**src/rtl/mem_req_scheduler.sv**
```systemverilog
// -----------------------------------------------------------------------------
// mem_req_scheduler
// Arbitrates an instruction cache and a data cache onto a single memory port.
// One transaction is in flight at a time: IDLE -> ISSUE -> WAIT -> RESP -> IDLE.
//
// state  | meaning
// -------+--------------------------------------------------------------------
// IDLE   | sample enables, register winner id/address/data/write flag
// ISSUE  | one-cycle mem_enable pulse with the registered request
// WAIT   | request held on the memory port; wait for mem_ready or timeout
// RESP   | one-cycle ready pulse to the winner
//
// Build option: define ARB_ROUND_ROBIN_EN to alternate grants on simultaneous
// requests (requester not served last wins). Undefined: d_cache always wins.
//
// Ports
//   clk, reset_n                     clock, async active-low reset
//   i_cache_address/enable           i_cache read request (level held)
//   i_cache_out_data/ready           read line, one-cycle done pulse
//   d_cache_address/in_data/
//     write_or_read/enable           d_cache request (write_or_read 1 = write)
//   d_cache_out_data/ready           read line, one-cycle done pulse
//   mem_address/in_data/write/enable request to memory (enable = 1-cycle pulse)
//   mem_out_data/ready               memory response (ready = 1-cycle pulse)
//   busy                             high outside IDLE
//   timeout_err                      sticky, set when memory never answers
// -----------------------------------------------------------------------------
module mem_req_scheduler #(
  parameter int LINE_WIDTH = 128,
  parameter int ADDR_SIZE  = 20,
  parameter int TIMEOUT    = 255
) (
  input  logic                  clk,
  input  logic                  reset_n,
  input  logic [ADDR_SIZE-1:0]  i_cache_address,
  input  logic                  i_cache_enable,
  output logic [LINE_WIDTH-1:0] i_cache_out_data,
  output logic                  i_cache_ready,
  input  logic [ADDR_SIZE-1:0]  d_cache_address,
  input  logic [LINE_WIDTH-1:0] d_cache_in_data,
  input  logic                  d_cache_write_or_read,
  input  logic                  d_cache_enable,
  output logic [LINE_WIDTH-1:0] d_cache_out_data,
  output logic                  d_cache_ready,
  output logic [ADDR_SIZE-1:0]  mem_address,
  output logic [LINE_WIDTH-1:0] mem_in_data,
  output logic                  mem_write,
  output logic                  mem_enable,
  input  logic [LINE_WIDTH-1:0] mem_out_data,
  input  logic                  mem_ready,
  output logic                  busy,
  output logic                  timeout_err
);

  typedef enum logic [1:0] {S_IDLE, S_ISSUE, S_WAIT, S_RESP} state_t;

  localparam int CW = (TIMEOUT < 2) ? 1 : $clog2(TIMEOUT + 1);
  localparam logic [CW-1:0] CNT_TC = CW'(TIMEOUT - 1);

  state_t                state_q, state_d;
  logic                  win_d_q;     // 1: d_cache owns the current transaction
  logic                  just_resp_q; // current IDLE cycle follows a RESP
  logic [CW-1:0]         cnt_q;
  logic [ADDR_SIZE-1:0]  addr_q;
  logic [LINE_WIDTH-1:0] wdata_q;
  logic                  wr_q;
  logic [LINE_WIDTH-1:0] i_out_q, d_out_q;
  logic                  terr_q;
  logic                  cand_i, cand_d, pick_d, wait_tc;

`ifdef ARB_ROUND_ROBIN_EN
  logic last_d_q; // 1: d_cache was served last
`endif

  // The IDLE cycle right after RESP is a turnaround: the served requester is
  // still dropping enable. Masking both requesters here (not just the served
  // one) keeps fixed priority sticky to d_cache under sustained contention.
  assign cand_i  = i_cache_enable && !just_resp_q;
  assign cand_d  = d_cache_enable && !just_resp_q;
  assign wait_tc = (cnt_q == CNT_TC);

`ifdef ARB_ROUND_ROBIN_EN
  assign pick_d = cand_d && (!cand_i || !last_d_q);
`else
  assign pick_d = cand_d;
`endif

  always_comb begin
    state_d = state_q;
    case (state_q)
      S_IDLE:  if (cand_i || cand_d) state_d = S_ISSUE;
      S_ISSUE: state_d = S_WAIT;
      S_WAIT:  if (mem_ready || wait_tc) state_d = S_RESP;
      S_RESP:  state_d = S_IDLE;
      default: state_d = S_IDLE;
    endcase
  end

  always_ff @(posedge clk or negedge reset_n) begin
    if (!reset_n) begin
      state_q     <= S_IDLE;
      win_d_q     <= 1'b0;
      just_resp_q <= 1'b0;
      cnt_q       <= '0;
      addr_q      <= '0;
      wdata_q     <= '0;
      wr_q        <= 1'b0;
      i_out_q     <= '0;
      d_out_q     <= '0;
      terr_q      <= 1'b0;
    end else begin
      state_q     <= state_d;
      just_resp_q <= (state_q == S_RESP);
      case (state_q)
        S_IDLE: begin
          if (cand_i || cand_d) begin
            win_d_q <= pick_d;
            addr_q  <= pick_d ? d_cache_address : i_cache_address;
            wdata_q <= pick_d ? d_cache_in_data : '0;
            wr_q    <= pick_d && d_cache_write_or_read;
          end
        end
        S_ISSUE: cnt_q <= '0;
        S_WAIT: begin
          cnt_q <= cnt_q + 1'b1;
          if (mem_ready) begin
            if (!win_d_q)   i_out_q <= mem_out_data;
            else if (!wr_q) d_out_q <= mem_out_data;
          end else if (wait_tc) begin
            terr_q <= 1'b1;
          end
        end
        default: ;
      endcase
    end
  end

`ifdef ARB_ROUND_ROBIN_EN
  always_ff @(posedge clk or negedge reset_n) begin
    if (!reset_n)               last_d_q <= 1'b0;
    else if (state_q == S_RESP) last_d_q <= win_d_q;
  end
`endif

  assign mem_enable       = (state_q == S_ISSUE);
  assign mem_address      = addr_q;
  assign mem_in_data      = wdata_q;
  assign mem_write        = wr_q;
  assign i_cache_ready    = (state_q == S_RESP) && !win_d_q;
  assign d_cache_ready    = (state_q == S_RESP) && win_d_q;
  assign i_cache_out_data = i_out_q;
  assign d_cache_out_data = d_out_q;
  assign busy             = (state_q != S_IDLE);
  assign timeout_err      = terr_q;

endmodule

```
**config.mk**
```make
export PLATFORM = sky130hd
export DESIGN_NAME = mem_req_scheduler
export DESIGN_NICKNAME = d
export VERILOG_FILES = /design/src/rtl/mem_req_scheduler.sv
export SDC_FILE = /design/constraint.sdc
export NUM_CORES = 1
export LEC_CHECK = 0
export BUFFER_PORTS_ARGS = -buffer_cell sky130_fd_sc_hd__buf_4
export CAP_MARGIN = 5
export CELL_PAD_IN_SITES_DETAIL_PLACEMENT = 1
export CELL_PAD_IN_SITES_GLOBAL_PLACEMENT = 2
export CORE_AREA = 2 2 281 283
export CTS_BUF_LIST = sky130_fd_sc_hd__clkbuf_16
export DETAILED_ROUTE_END_ITERATION = 12
export DIE_AREA = 0 0 283 285
export PLACE_DENSITY_LB_ADDON = 0.1
export SYNTH_ARGS = -nofsm -noshare
export SYNTH_HDL_FRONTEND = slang
export SYNTH_SLANG_ARGS = --single-unit
export TNS_END_PERCENT = 30
```
**constraint.sdc**
```tcl
create_clock -name clk -period 4.82 [get_ports clk]
set_input_delay 0.723 -clock clk [delete_from_list [all_inputs] [get_ports clk]]
set_output_delay 0.723 -clock clk [all_outputs]
set_load 0.01 [all_outputs]
```
After elaboration in Yosys (flattened, before gate mapping)
Cells that the tools add are included.
{ "totals": {"word_cells": 43, "out_inout_bits": 410, "regBits": 418} }
{ "op_classes": {"n_addsub": 1, "mux": 6, "bitwise": 3, "reduce_logical": 17, "eq_ne": 6} }
{ "op_table": {"columns": ["cell", "count"], "rows": [
  ["$mux 128", 1],
  ["$mux 20", 1],
  ["$pmux 8 s2", 1],
  ["$add 8x1->8 const B", 1],
  ["$eq 8x8->1 const B", 1],
  ["$pmux 2 s4", 1],
  ["$reduce_and 3->1", 2],
  ["$logic_and 1x1->1", 5],
  ["$eq 2x2->1 const B", 2],
  ["$mux 2", 2],
  ["$ne 2x2->1 const B", 2],
  ["$reduce_and 2->1", 2],
  ["$reduce_and 4->1", 1],
  ["$reduce_bool 2->1", 2],
  ["$not 1->1", 3],
  ["$eq 2x1->1 const B", 1],
  ["$logic_not 1->1", 2],
  ["$logic_not 2->1", 1],
  ["$logic_or 1x1->1", 2]
]} }

Depth between registers and ports, before layout
{ "logic_depth": {"ltp_word": 5, "ltp_mapped": 8, "depth_no_buf": 5} }

Worst setup path before layout
No wires, ideal clock.
{ "synth_timing": {"path_kind": "reg-to-reg", "startpoint": "register state_q[0]", "endpoint": "register i_out_q[107] (netlist: i_cache_out_data[107])", "path_slack_ps": 3108, "required_ps": 4695, "path_buffers": 3, "stages_incl_launch_ff": 8, "t_arrival_ps": 1587, "setup_ps": 125, "synth_period_minus_slack_ps": 1712, "path_cell_list": "dfrtp_1 -> inv_1 -> ha_1 -> buf_4 -> nand3b_1 -> buf_2 -> buf_4 -> mux2_2"} }
{ "synth_via": {"elab_chain_cells": 2} }
{ "synth_lines": {"columns": ["item", "line", "rtl"], "rows": [
  ["from (decl)", "60", "state_t state_q, state_d;"],
  ["from (signal assigned)", "112", "state_q <= state_d;"],
  ["$eq 2x2->1", "114", "case (state_q)"],
  ["$reduce_and 3->1 (no source line)", null, null],
  ["to (signal assigned)", "127", "if (!win_d_q) i_out_q <= mem_out_data;"],
  ["to (decl)", "67", "logic [LINE_WIDTH-1:0] i_out_q, d_out_q;"]
]} }
No other way between the ends.
A chain may end at the register's enable or synchronous reset.

Worst setup path in the final report
{ "layout_timing": {"startpoint": "register state_q[0]", "endpoint": "register wdata_q[36] (netlist: mem_in_data[36])"} }
{ "layout_via": {"elab_chain_cells": 2} }
{ "layout_lines": {"columns": ["item", "line", "rtl"], "rows": [
  ["$logic_not 2->1", "114", null],
  ["$reduce_and 2->1 (no source line)", null, null],
  ["to (signal assigned)", "119", "wdata_q <= pick_d ? d_cache_in_data : '0;"],
  ["to (decl)", "65", "logic [LINE_WIDTH-1:0] wdata_q;"]
]} }
No other way between the ends.

==> metrics.cfg <==
[setup_path]
regToRegStartpoint=state_q[0]
crit_path_cell_trace=inv_1, ha_1, nor2b_1, and2_4, buf_4, a22o_1
cp_data_arrival_time_ns=3.10
crit_type=reg2reg
cp_slowest_cell=and2_4
endpoint_kind=register
cp-start-kind=register
cp_slowest_stage_delay_ns=0.75
crit_family=simple AND/OR/NAND/NOR gates
startpoint=state_q[0]
cp_data_required_time_ns=5.34
crit_fanout=75
critPathBufInv=2

[synthesis]
synth_edf_count=0
yosys.area_share.simple_pct=1.14
synth_common_cells=dfrtp_1 (418), mux2_2 (293), a22o_1 (129)
synth_async_sr_flop_share_pct=100
syn_nets=1277
yosys.area.top_type=dfrtp_1
ys.warnings.count=0
synth_area_per_cell_um2=16.3
synth-compound-area-share_pct=7.94
synthDistinctLibCells=37
synth.most_common_cell=dfrtp_1
yosys_most_used_dff=dfrtp_1
synth-xor-area-share_pct=0.0554
yosys.area_share.adder_pct=0.475
muxShareOfSynthArea_pct=21.1
synth_area_um2=15800
syn_inst=969
synth_seq_area_share_pct=66.1
ys_ff_latch=418
synth_area_leaders=dfrtp_1 (66%), mux2_2 (21%), a22o_1 (7.1%)
synth_top_family_by_area=multiplexers
yosysTopAreaCellShare_pct=66.1

[layout]
layout.cells.non_filler=2783
fill_cells=8388
area_growth_pct=50.7
drive_above_1_share_pct=63.1
fin_area_um2=23800
multi_input_area_um2=4880
fin_nets=1993
regArea_um2=10500

[place]
place_ws_ns=2.20
place_inst=2681
place_congestion=0.788
numPortBuffers=711
dpl_cell_area_um2=22200
hpwl_um=46700

[die]
io_pins=712
dieArea_um2=80700
die_x_um=283
start_util_pct=20.3
die_h_um=285
rows=103
core_um2=78000

[clock_network]
cts_tree=built
cts-root-buf=clkbuf_16
hold_buffers=0
cts_buffer_depth=3
cts_inserted_buffers=52
path_clk_slew_ns=0.06
clock_latency_ns=0.59
cts_resized=0
htreeDepth=2
clock_sinks=418
post_cts_buffers=0

[grt]
antenna_found_initial=9
grt-ovfl-total=0
grt_pass1_wl_um=90700
track_usage_pct=15.1
grt_start_max_net_pins=107
grt_pass1_vias=12547

[sta]
period_minus_slack_ns=2.58
rsz0062_at_grt=no
setup_viol=0
maxSlewViolCount=0
max_slew_margin_pct=35.4
clock_skew_ns=0.0201
tightest_slew_ns=0.968
clock.fmax_ghz=0.388
finalHoldViolCount=0
finalCritPeriodShare_pct=53.5
whs_ns=0.128
fin_setup_tns_ns=0
fin_ws_ns=2.24

[route]
finalWirelength_um=62500
wl_per_cell_um=22.4
drcViolationCount=0
vias=11176
drtPass1Iterations=4
viasPerCell=4.02
postRouteAntennaNets=0
drt_iter0_markers=369

[outcome]
status=finished clean

[power]
powerDensity_nw_per_um2=698
leakage_nw=11.6
vdd_drop_max_v=0.000249

[job]
max-cap-violations=0

[hold_path]
min_path_type=in2async

==> power by group <==
group          internal, W  switching (W)  leakage, nW
clock network      0.00211        0.00155        0.851
logic              0.00373        0.00321         5.56
registers          0.00515       0.000890         5.16
total               0.0110        0.00565         11.6
==> cell usage in the layout, fill, tap and decap left out, types with 2 or more instances in the layout <==
cell type	synthesis	routed
a21oi_1	3	3
a22o_1	129	129
buf_12	0	7
buf_4	5	717
bufinv_16	0	2
clkbuf_16	0	54
clkinv_1	0	12
clkinv_2	0	9
dfrtp_1	418	418
diode_2	0	6
ha_1	6	6
inv_1	7	25
mux2_1	3	3
mux2_2	293	293
nand2_1	3	3
nand2b_1	4	4
nand3_1	2	2
nand3b_1	2	2
nand4_1	2	2
nor2_1	2	2
nor2b_1	3	3
o211ai_1	2	2
o21ai_0	6	6
or3_1	4	4
==> worst reg2reg max path, delay by kind of cell (launching register included) <==
kind	cells	cell delay, ns
compound gates	1	0.22
fa+ha+maj	1	0.18
buf+inv	2	0.70
flops	1	0.41
simple gates	2	1.01
==> metal layers <==
layer	routed length (um)	GRT usage (%)	share of wire, %
met1	23100	16.5	37
met2	30900	25.7	49
met3	6850	7.50	11
met4	1530	4.52	2.5
met5	49	0	0.078
==> registers in the layout, summed over array words and instances (netlist names), 2 cells and up <==
name / count
d_cache_out_data: 128
i_cache_out_data: 128
mem_in_data: 128
mem_address: 20
cnt_q: 8
state_q: 2
==> cell type report <==
class | count | share of cell area, %
Sequential cell | 418 | 43.9
Timing Repair Buffer | 725 | 23.2
Multi-Input combinational cell | 481 | 20.5
Clock buffer | 54 | 5.67
Tap cell | 1050 | 5.51
Clock inverter | 42 | 0.982
Inverter | 7 | 0.110
Antenna cell | 6 | 0.0630
==> stage by stage <==
stage	power, W	util (%)
2_1_floorplan	0.00916	-
3_3_place_gp	0.0131	28.5
3_5_place_dp	0.0132	28.5
4_1_cts	0.0170	30.5
5_1_grt	0.0177	30.5
6_report	0.0166	30.6
==> path summary, 6_finish.rpt <==
kind	cells past startpoint	endpoint	slack, ns
hold / removal	1	d_cache_out_data[19]	0.13
max in group asynchronous	2	cnt_q[5]	3.48
hold reg to reg	1	timeout_err	0.49
setup / recovery	6	mem_in_data[36]	2.24
setup reg to reg	6	mem_in_data[36]	2.24
min in group clk	2	mem_in_data[46]	0.35
==> cell families (layout without fill, tap and decap cells) <==
| group | after synthesis | in the layout |
|---|---|---|
| flops | 418 | 418 |
| other cells | 0 | 6 |
| fa+ha+maj | 6 | 6 |
| compound gates | 148 | 148 |
| xor+xnor | 1 | 1 |
| simple gates | 29 | 29 |
| buf+inv | 70 | 828 |
| mux | 297 | 297 |
No activity file was read; power rests on OpenSTA's default activity.
